[src/rtl/pin_capture.sv]
// pin_capture: assembles a 4-digit PIN from single-cycle keypad strobes.
//   clk, rst        : clock, asynchronous active-high reset
//   enable          : capture active while high (falling aborts an entry)
//   key_valid       : one-cycle key strobe
//   key_code[3:0]   : 0-9 digit, E clear, F confirm, A-D ignored
//   pin_out         : {status, digit1..digit4}; status pulses on a good confirm
//   digit_count[2:0]: digits currently buffered (0-4)
//   pin_error       : pulse on confirm with fewer than 4 digits
//   timed_out       : pulse when an idle partial entry is discarded
package pin_capture_pkg;
  typedef struct packed {
    logic       status;
    logic [3:0] digit1;
    logic [3:0] digit2;
    logic [3:0] digit3;
    logic [3:0] digit4;
  } pinPac_t;
endpackage

module pin_capture
  import pin_capture_pkg::*;
#(
  parameter int unsigned TIMEOUT_CYCLES = 250_000_000
) (
  input  logic       clk,
  input  logic       rst,
  input  logic       enable,
  input  logic       key_valid,
  input  logic [3:0] key_code,
  output pinPac_t    pin_out,
  output logic [2:0] digit_count,
  output logic       pin_error,
  output logic       timed_out
);

  localparam int unsigned TW = $clog2(TIMEOUT_CYCLES);
  // Fire one count early so the registered pulse lands exactly
  // TIMEOUT_CYCLES cycles after the last accepted key.
  localparam logic [TW-1:0] TIMER_LAST = TW'(TIMEOUT_CYCLES - 2);

  typedef enum logic {IDLE, COLLECT} state_t;

  state_t state_q, state_d;

  logic [3:0][3:0] buf_q, buf_d;   // buf_q[0] holds the first digit
  logic [2:0]      count_q, count_d;
  logic [TW-1:0]   timer_q, timer_d;
  pinPac_t         pin_q, pin_d;
  logic            err_q, err_d;
  logic            to_q, to_d;

  logic key_digit, key_clear, key_confirm, key_accept;

  assign key_digit   = key_valid && (key_code <= 4'd9);
  assign key_clear   = key_valid && (key_code == 4'hE);
  assign key_confirm = key_valid && (key_code == 4'hF);
  // Digits past the fourth are not accepted: they neither store nor restart the timer.
  assign key_accept  = (key_digit && (count_q < 3'd4)) || key_clear || key_confirm;

  // State register
  always_ff @(posedge clk or posedge rst) begin
    if (rst) state_q <= IDLE;
    else     state_q <= state_d;
  end

  // Next-state logic
  always_comb begin
    state_d = state_q;
    unique case (state_q)
      IDLE:    if (enable)  state_d = COLLECT;
      COLLECT: if (!enable) state_d = IDLE;
      default: state_d = IDLE;
    endcase
  end

  // Output / datapath next-value logic
  always_comb begin
    buf_d         = buf_q;
    count_d       = count_q;
    timer_d       = timer_q;
    pin_d         = pin_q;
    pin_d.status  = 1'b0;
    err_d         = 1'b0;
    to_d          = 1'b0;
    if (state_q == COLLECT) begin
      if (!enable) begin
        buf_d   = '0;
        count_d = '0;
        timer_d = '0;
      end else if (key_accept) begin
        timer_d = '0;
        if (key_digit) begin
          buf_d[count_q[1:0]] = key_code;
          count_d             = count_q + 3'd1;
        end else begin
          if (key_confirm) begin
            if (count_q == 3'd4) begin
              pin_d = '{status: 1'b1, digit1: buf_q[0], digit2: buf_q[1],
                        digit3: buf_q[2], digit4: buf_q[3]};
            end else begin
              err_d = 1'b1;
            end
          end
          buf_d   = '0;
          count_d = '0;
        end
      end else if (count_q != 3'd0) begin
        if (timer_q == TIMER_LAST) begin
          buf_d   = '0;
          count_d = '0;
          timer_d = '0;
          to_d    = 1'b1;
        end else begin
          timer_d = timer_q + TW'(1);
        end
      end
    end
  end

  // Datapath registers
  always_ff @(posedge clk or posedge rst) begin
    if (rst) begin
      buf_q   <= '0;
      count_q <= '0;
      timer_q <= '0;
      pin_q   <= '0;
      err_q   <= 1'b0;
      to_q    <= 1'b0;
    end else begin
      buf_q   <= buf_d;
      count_q <= count_d;
      timer_q <= timer_d;
      pin_q   <= pin_d;
      err_q   <= err_d;
      to_q    <= to_d;
    end
  end

  assign pin_out     = pin_q;
  assign digit_count = count_q;
  assign pin_error   = err_q;
  assign timed_out   = to_q;

endmodule
[config.mk]
export PLATFORM = sky130hd
export DESIGN_NAME = pin_capture
export DESIGN_NICKNAME = d
export VERILOG_FILES = /design/src/rtl/pin_capture.sv
export SDC_FILE = /design/constraint.sdc
export NUM_CORES = 1
export LEC_CHECK = 0
export CAP_MARGIN = 20
export CORE_ASPECT_RATIO = 1.5
export CORE_UTILIZATION = 60
export DETAILED_ROUTE_END_ITERATION = 7
export GPL_ROUTABILITY_DRIVEN = 1
export PLACE_DENSITY = 0.93
export SLEW_MARGIN = 20
export SYNTH_ARGS = -nofsm -noshare
export SYNTH_HDL_FRONTEND = slang
export SYNTH_SLANG_ARGS = --single-unit
[constraint.sdc]
create_clock -name clk -period 5.8 [get_ports clk]
set_clock_uncertainty 0.15 [all_clocks]
set_input_delay 1.45 -clock clk [delete_from_list [all_inputs] [get_ports clk]]
set_output_delay 1.45 -clock clk [all_outputs]
set_load 0.02 [all_outputs]
==> impl_metrics.ini <==
[worst_setup_path]
end_kind = flop
criticalPathCategory = primary input to flop
worstPathArrival_ns = 4.25
rrSetupSlack_ns = 2.60
crit_fanout = 22
required_ns = 5.92
worstSetupStartpointType = primary input

[floorplan]
row_count = 32
start_util = 0.629
die-width_um = 62.1
dieArea_um2 = 5720
pin_count = 30
core_um2 = 5160
die_h_um = 92.1

[sta]
max_freq_ghz = 0.242
rsz0062_at_grt = no
hold_violations = 0
setup-violations-final = 0
worst_pin_slew_ns = 0.850
period_needed_ns = 4.13
tns_ns = 0
slew_headroom = 0.434
finalCritPeriodShare = 0.713
drv_slew = 0

[detailed_routing]
num_vias = 2566
first_pass_iters = 7
final_antenna_net_count = 0
wirelength_um = 7980
drtIter0Drc = 143
viasPerCell = 6.63
drc = 0
drt-wirelength-per-cell_um = 20.6

[synthesis]
synth_fa_ha_area_frac = 0.0231
synth_flop_cell = dfrtp_1
syn_nets = 302
synth-edff-count = 0
synth_compound_area_frac = 0.128
synthArstFlopShare = 1.00
synth_xor_area_frac = 0.0405
ys_ff_latch = 67
synth_top_family_by_area = simple AND/OR/NAND/NOR gates
syn_avg_cell_area_um2 = 11.3
ys_types = 53
yosys_warnings = 0
synth_area_um2 = 3250
synth_top_area_share = 0.516
synth_common_cells = 67 x dfrtp_1, 25 x nor2_1, 16 x a32o_1, 16 x mux2_2, 14 x nand2_1
synth.yosys.seq_area_share = 0.516
synth_most_common_cell = dfrtp_1
synth_top_area_cell = dfrtp_1
synth.area.mux_share = 0.0678
synthTopCellsByArea = dfrtp_1 52%, mux2_2 5.5%, a32o_1 4.9%
synthCells = 288
synthSimpleGateAreaFrac = 0.182

[run_status]
status = completed

[run]
maxCapViolations = 0

[layout]
insertedDiodeCount = 0
nets = 328
area_growth_pct = 16.1
drive_gt1_frac = 0.147
fin_util = 0.730

[power]
p_leak_nw = 1.61
power_density_nw_per_um2 = 271
irDropWorstVdd_uv = 227

[cts]
cts_hold_buf = 0
clkTransAtPathRegs_ns = 0.07
post-cts-setup-buffers = 0
cts_tree = done
cts_root_buf = clkbuf_8
ctsResizeCount = 0
htreeDepth = 3
cts.sinks = 67
cts_made_buffers = 9
clk_latency_ns = 0.35
cts.path.max_buffers = 2

[global_route]
grt_start_max_net_pins = 68
grtUsageTotal = 0.322
antenna_found_initial = 0
grt_pass1_wl_um = 13100
first_global_vias = 2632
overflow = 0

[place]
finalWeightedCongestion = 0.923
place_hpwl_um = 4990
port-buffer-count = 29

[min_path]
hold_path.class = flop to flop
==> kinds of logic (layout without fill, tap and decap cells) <==
family / after synthesis / in the layout
AND/OR/NAND/NOR: 101 / 101
flip-flops: 67 / 67
AO/OA/AOI/OAI: 51 / 51
buffers and inverters: 28 / 59
multiplexers: 20 / 20
XOR/XNOR: 15 / 15
adder cells (fa/ha/maj): 6 / 6
==> placed cells by master, fill, tap and decap left out, types with 3 or more instances in the layout <==
cell type and n:
a21oi_1 3, nor3_1 12, a32o_1 16, nor4_1 5
or4_1 3, xnor2_1 11, nor2_1 25, o311ai_1 4
clkbuf_8 11, mux2_2 16, dfrtp_1 67, nand3_1 7
and3_1 4, nand2_1 14, mux2i_1 4, ha_1 6
o21ai_0 8, xor2_1 4, o31ai_1 3, inv_1 12
clkdlybuf4s50_1 29, nor2b_1 3, nand4_1 8, a22o_1 6
==> power by group <==
group          internal (mW)  total (mW)  switching [mW]  leakage [nW]
combinational         0.0275      0.0912          0.0636         0.566
clock                  0.265       0.444           0.179         0.113
sequential             0.477       0.488          0.0107         0.931
==> worst max-delay path: stages <==
cell	delay, ns
clkdlybuf4s50_1	0.58
o21a_1	0.33
o311ai_0	0.49
a31o_2	0.37
and2_1	0.74
mux2i_1	0.27
==> worst paths after layout <==
check                      cells after the start              to   startpoint
setup reg to reg                               7  digit_count[2]   timer_q[0]
hold / removal                                 1        buf_q[7]     buf_q[7]
hold reg to reg                                1        buf_q[7]     buf_q[7]
min in group asynchronous                      3       pin_error          rst
setup / recovery                               6  digit_count[2]  key_code[2]
max in group asynchronous                      3       buf_q[14]          rst
==> state kept, by name, summed over array words and instances (netlist names) <==
name         count
pin_out         17
buf_q           16
state_q          1
digit_count      3
timer_q         28
timed_out        1
pin_error        1
==> per-stage QoR <==
step           power (mW)  worst slack (ns)  hold WS, ns  std cells  cell area (µm²)
2_1_floorplan       0.557              2.52        0.310        288             3250
3_3_place_gp        0.579              1.58        0.324        371             3540
3_5_place_dp        0.582              1.47        0.331        371             3540
4_1_cts              1.02              1.74        0.353        387             3770
5_1_grt              1.05              1.58        0.372        387             3770
6_report             1.02              1.67        0.352        387             3770
==> layout make-up <==
class	count	area, µm²
flip-flops and latches	67	1680
multi-input cells	193	1430
fillers	317	1400
repair buffers	30	298
clock buffers	12	155
well taps	68	85.1
clock inverters	4	72.6
inverters	13	48.8
==> metal layers <==
layer | up-vias | GRT usage | wire (µm) | share of wire
li1 | 1120 | - | - | -
met1 | 1272 | 0.383 | 2930 | 0.37
met2 | 130 | 0.512 | 4230 | 0.53
met3 | 44 | 0.0818 | 435 | 0.054
met4 | 0 | 0.180 | 384 | 0.048
met5 | - | 0 | 0 | 0
Note: power is estimated with default switching activity, not from simulation.
